File: src/rtl/truth_table_sweep.sv
// Stimulus/capture sweep for a 3-input circuit: drives all 8 rows, samples out, and checks against EXPECTED_TT.
// Optional macro SWEEP_GRAY_ORDER_EN applies rows in Gray order instead of binary order.
//
// state  | meaning
// IDLE   | drive 000, wait for start
// APPLY  | hold current row while the dwell counter runs down
// SAMPLE | capture synchronized out into tt_obs[7-r], advance or finish
// DONE   | one-cycle done pulse, match/err_cnt valid
module truth_table_sweep #(
    parameter logic [7:0] EXPECTED_TT = 8'h6F,
    parameter int         SETTLE      = 4
) (
    input  logic       clk,
    input  logic       rst_n,
    input  logic       start,
    input  logic       abort,
    input  logic       dut_out,
    output logic       in1,
    output logic       in2,
    output logic       in3,
    output logic       busy,
    output logic       done,
    output logic [7:0] tt_obs,
    output logic       match,
    output logic [3:0] err_cnt
);

    typedef enum logic [1:0] {IDLE, APPLY, SAMPLE, DONE} state_t;

    // Down-counter reload; reaching zero after SETTLE APPLY cycles.
    localparam logic [7:0] DWELL_LOAD = 8'(SETTLE - 1);

    state_t     state, state_nxt;
    logic [7:0] dwell_cnt;
    logic [2:0] step;
    logic       sync_q1, sync_q2;

    logic       load_first, load_next, capture, finish, cancel;
    logic [2:0] row_cur;
    logic [2:0] tt_idx;
    logic [7:0] tt_next;
    logic [7:0] tt_diff;
    logic [3:0] err_next;

    function automatic logic [2:0] row_of(input logic [2:0] s);
`ifdef SWEEP_GRAY_ORDER_EN
        return s ^ {1'b0, s[2:1]};
`else
        return s;
`endif
    endfunction

    assign row_cur = {in1, in2, in3};
    assign tt_idx  = 3'd7 - row_cur;
    assign busy    = (state != IDLE);
    assign done    = (state == DONE);

    always_ff @(posedge clk or negedge rst_n) begin
        if (!rst_n) begin
            sync_q1 <= 1'b0;
            sync_q2 <= 1'b0;
        end else begin
            sync_q1 <= dut_out;
            sync_q2 <= sync_q1;
        end
    end

    always_ff @(posedge clk or negedge rst_n) begin
        if (!rst_n) state <= IDLE;
        else        state <= state_nxt;
    end

    always_comb begin
        state_nxt  = state;
        load_first = 1'b0;
        load_next  = 1'b0;
        capture    = 1'b0;
        finish     = 1'b0;
        cancel     = 1'b0;
        case (state)
            IDLE: begin
                if (start) begin
                    state_nxt  = APPLY;
                    load_first = 1'b1;
                end
            end
            APPLY: begin
                if (abort) begin
                    state_nxt = IDLE;
                    cancel    = 1'b1;
                end else if (dwell_cnt == 8'd0) begin
                    state_nxt = SAMPLE;
                end
            end
            SAMPLE: begin
                // abort wins over the capture of this row
                if (abort) begin
                    state_nxt = IDLE;
                    cancel    = 1'b1;
                end else begin
                    capture = 1'b1;
                    if (step == 3'd7) begin
                        state_nxt = DONE;
                        finish    = 1'b1;
                    end else begin
                        state_nxt = APPLY;
                        load_next = 1'b1;
                    end
                end
            end
            DONE:    state_nxt = IDLE;
            default: state_nxt = IDLE;
        endcase
    end

    always_comb begin
        tt_next         = tt_obs;
        tt_next[tt_idx] = sync_q2;
        tt_diff         = tt_next ^ EXPECTED_TT;
        err_next        = 4'd0;
        for (int i = 0; i < 8; i++) begin
            err_next = err_next + 4'(tt_diff[i]);
        end
    end

    always_ff @(posedge clk or negedge rst_n) begin
        if (!rst_n) begin
            {in1, in2, in3} <= 3'b000;
            step            <= 3'd0;
            dwell_cnt       <= 8'd0;
            tt_obs          <= 8'h00;
            match           <= 1'b0;
            err_cnt         <= 4'd0;
        end else if (load_first) begin
            {in1, in2, in3} <= row_of(3'd0);
            step            <= 3'd0;
            dwell_cnt       <= DWELL_LOAD;
            tt_obs          <= 8'h00;
            match           <= 1'b0;
            err_cnt         <= 4'd0;
        end else if (cancel) begin
            {in1, in2, in3} <= 3'b000;
        end else if (capture) begin
            tt_obs <= tt_next;
            if (finish) begin
                match           <= (tt_next == EXPECTED_TT);
                err_cnt         <= err_next;
                {in1, in2, in3} <= 3'b000;
            end else if (load_next) begin
                step            <= step + 3'd1;
                {in1, in2, in3} <= row_of(step + 3'd1);
                dwell_cnt       <= DWELL_LOAD;
            end
        end else if (state == APPLY && dwell_cnt != 8'd0) begin
            dwell_cnt <= dwell_cnt - 8'd1;
        end
    end

endmodule

File: config.mk
export PLATFORM = sky130hd
export DESIGN_NAME = truth_table_sweep
export DESIGN_NICKNAME = d
export VERILOG_FILES = /design/src/rtl/truth_table_sweep.sv
export SDC_FILE = /design/constraint.sdc
export NUM_CORES = 1
export LEC_CHECK = 0
export ABC_AREA = 1
export CAP_MARGIN = 20
export CORE_UTILIZATION = 50
export DETAILED_ROUTE_END_ITERATION = 8
export GPL_TIMING_DRIVEN = 0
export MAX_ROUTING_LAYER = met4
export PLACE_DENSITY = 0.74
export SLEW_MARGIN = 10
export SYNTH_ARGS = -nofsm -noshare
export SYNTH_HDL_FRONTEND = slang
export SYNTH_SLANG_ARGS = --single-unit
File: constraint.sdc
create_clock -name clk -period 3.1 [get_ports clk]
set_input_delay 0.62 -clock clk [delete_from_list [all_inputs] [get_ports clk]]
set_output_delay 0.62 -clock clk [all_outputs]
set_load 0.02 [all_outputs]
==> flow_metrics.tcl <==
set metrics [dict create \
    status "finished with violations" \
    violations "negative setup slack" \
    worstSetupStartpointType "register" \
    rsz0062_at_grt "yes" \
    clkTransAtPathRegs_ns 0.07 \
    portBuffers 22 \
    ys_seq_elements 31 \
    setup_viol 2 \
    layout-drive-gt1-share 0.227 \
    tritoncts "built" \
    route.detailed.drc 0 \
    synth_cell_types 28 \
    cellPowerDensity_mw_per_mm2 991 \
    met3WireLength_microns 215 \
    final_nets 311 \
    drtIter0Drc 75 \
    slew_viol_final 0 \
    vias_per_cell 5.13 \
    endpoint_kind "register" \
    power.total_mw 2.55 \
    preCtsSetupSlack_ns -0.399 \
    clockRootBuffer "clkbuf_8" \
    cts.path.max_buffers 2 \
    drtAntennaViolNets 0 \
    cts.sinks 31 \
    io_pins 23 \
    netlist_instances 247 \
    overflow 0 \
    worstHoldStart "sync_q1" \
    synth.cell_area_sq_mm 0.00199 \
    cts_buffers 5 \
    worstReg2RegStart "in3" \
    worstSetupPathType "reg2reg" \
    core_sq_mm 0.00374 \
    worst_slack_ns -0.195 \
    antenna_found_initial 0 \
    finalCritPeriodShare 1.06 \
    clk_latency_ns 0.30 \
    top_layer "met4" \
    dr_total_vias 1740 \
    post_drt_wl_per_cell_microns 12.9 \
    hold_class "reg2reg" \
    grt_use_total 0.256 \
    firstDrtPassIters 4 \
    die_y_microns 65.1 \
    wl_met2_mm 1.97 \
    layout-area-overhead-vs-synth_pct 29.1 \
    place_congestion 0.832 \
    fp.dieW_microns 65.1 \
    hold_violations 0 \
    dieArea_sq_mm 0.00424 \
    worstPathArrival_ns 3.50 \
    drt-met1-wl_mm 2.14 \
    synth.avg_cell_area_sq_um 8.06 \
    fmax_mhz 303 \
    dp.final_hpwl_mm 2.91 \
    grt_first_pass_wirelength_mm 7.95 \
    fin_crit_ns 3.30 \
    grt_pass1_vias 1747 \
    htree_levels 2 \
    antennaDiodeCount 0 \
    required_ns 3.30 \
    ir_worst_vdd_uv 497 \
    synthesis.nets 268 \
    postCtsHoldBufs 0 \
    skew_ns 0.00692 \
    grt_max_degree 32 \
    seq_area_frac_synth 0.389 \
    critPathLaunch "in3" \
    wirelength_mm 4.39 \
    fp-row-count 22 \
    relSlewSlack 0.522 \
    cap_violations 0 \
    crit_fanout 3 \
    yosys_warnings 0 \
    start_util 0.532 \
    p_leak_nw 1.28 \
    worst_pin_slew_ns 0.718 \
]
## worst paths after layout
| kind | slack [ns] | end | cells past startpoint |
|---|---|---|---|
| worst min register to register | 0.36 | sync_q2 | 0 |
| min in group asynchronous | 0.37 | err_cnt[3] | 1 |
| worst max-delay path | -0.20 | err_cnt[2] | 13 |
| worst max register to register | -0.20 | err_cnt[2] | 13 |
| worst min-delay path | 0.36 | sync_q2 | 0 |
| max in group asynchronous | 2.22 | in1 | 1 |
## stage by stage
stage / std cells / util / TNS [ns] / area, sq um / hold WS, ns
floorplan: 247 / - / -0.379 / 2010 / 0.324
CTS: 339 / 0.684 / -0.320 / 2560 / 0.359
global route: 339 / 0.687 / -0.536 / 2570 / 0.374
global placement: 317 / 0.613 / -0.578 / 2290 / 0.338
finish: 339 / 0.687 / -0.265 / 2570 / 0.361
detailed placement: 317 / 0.611 / -0.704 / 2290 / 0.343
## cells by family after synthesis
group | synth area share
compound gates | 0.0842
xor+xnor | 0.00440
fa+ha+maj | 0.116
buf+inv | 0.0785
flops | 0.389
simple gates | 0.328
## critical path, stage by stage, from the launching register on
cell and delay [ns]:
dfrtp_2 0.42, inv_4 0.08, nand3_4 0.09, o21ai_4 0.17, inv_2 0.05, fa_1 0.55
fa_1 0.43, fa_1 0.47, inv_2 0.07, ha_4 0.12, inv_2 0.03, fa_2 0.32
xor2_1 0.16, o31ai_1 0.21
## registers in the layout, indices dropped and copies added (netlist names), 2 cells and up
register   flops
dwell_cnt      8
step           3
tt_obs         8
state          2
err_cnt        4
## cell type report
type / instances / area [sq um]
Fill cell: 341 / 1170
Timing Repair Buffer: 36 / 320
Clock buffer: 6 / 72.6
Clock inverter: 2 / 60.1
Sequential cell: 31 / 781
Buffer: 1 / 5.00
Tap cell: 48 / 60.1
Multi-Input combinational cell: 176 / 1120
Inverter: 39 / 154
## layout by cell type, fill, tap and decap left out, types with 4 or more instances in the layout
master and n:
o22ai_1 4, clkbuf_8 5, ha_1 11, inv_2 5, dfrtp_2 4, nand3_2 4
dfrtp_1 27, clkdlybuf4s50_1 21, nor2_1 17, o21ai_2 7, nand3_1 26, nand2_1 64
o21ai_0 9, inv_1 31, buf_4 14
## metal layers
metal  track usage  vias to the layer above
met3        0.0573                        7
met1         0.336                      819
met4        0.0815                        0
met5             -                        -
li1              -                      873
met2         0.396                       41
## repair_timing
action                                 CTS  global route
endpoints found under the hold margin    0             0
setup endpoints to repair                3             3
gates cloned                             0             0
pin swaps                                8             3
buffers inserted                        14             0
resized for setup                       13             2
## synthesized netlist by cell type
cell type / number / share of area
o21ai_0: 11 / 0.028
buf_2: 1 / 0.0025
nand4_1: 2 / 0.0063
nand3_2: 3 / 0.015
o31ai_1: 1 / 0.0038
inv_2: 1 / 0.0019
dfrtp_1: 31 / 0.39
nor2_1: 18 / 0.034
ha_1: 12 / 0.075
nor4_1: 1 / 0.0031
fa_1: 4 / 0.040
o211ai_1: 1 / 0.0038
nand2_4: 3 / 0.017
o21ai_1: 3 / 0.0075
nand2_8: 3 / 0.030
or2_1: 1 / 0.0031
inv_4: 2 / 0.0063
or2_2: 2 / 0.0063
nand3_1: 28 / 0.070
o21ai_2: 6 / 0.026
nand2_2: 1 / 0.0031
nor2_4: 1 / 0.0057
inv_1: 36 / 0.068
a21oi_1: 1 / 0.0025
o22ai_1: 4 / 0.013
nor2_2: 3 / 0.0094
xor2_1: 1 / 0.0044
nand2_1: 66 / 0.12
## power by group
group          total (mW)  internal [mW]  switching, mW
clock               0.483          0.321          0.162
sequential          0.603          0.505         0.0979
combinational        1.46          0.588          0.874
total                2.55           1.41           1.13
Note: power is estimated with default switching activity, not from simulation.
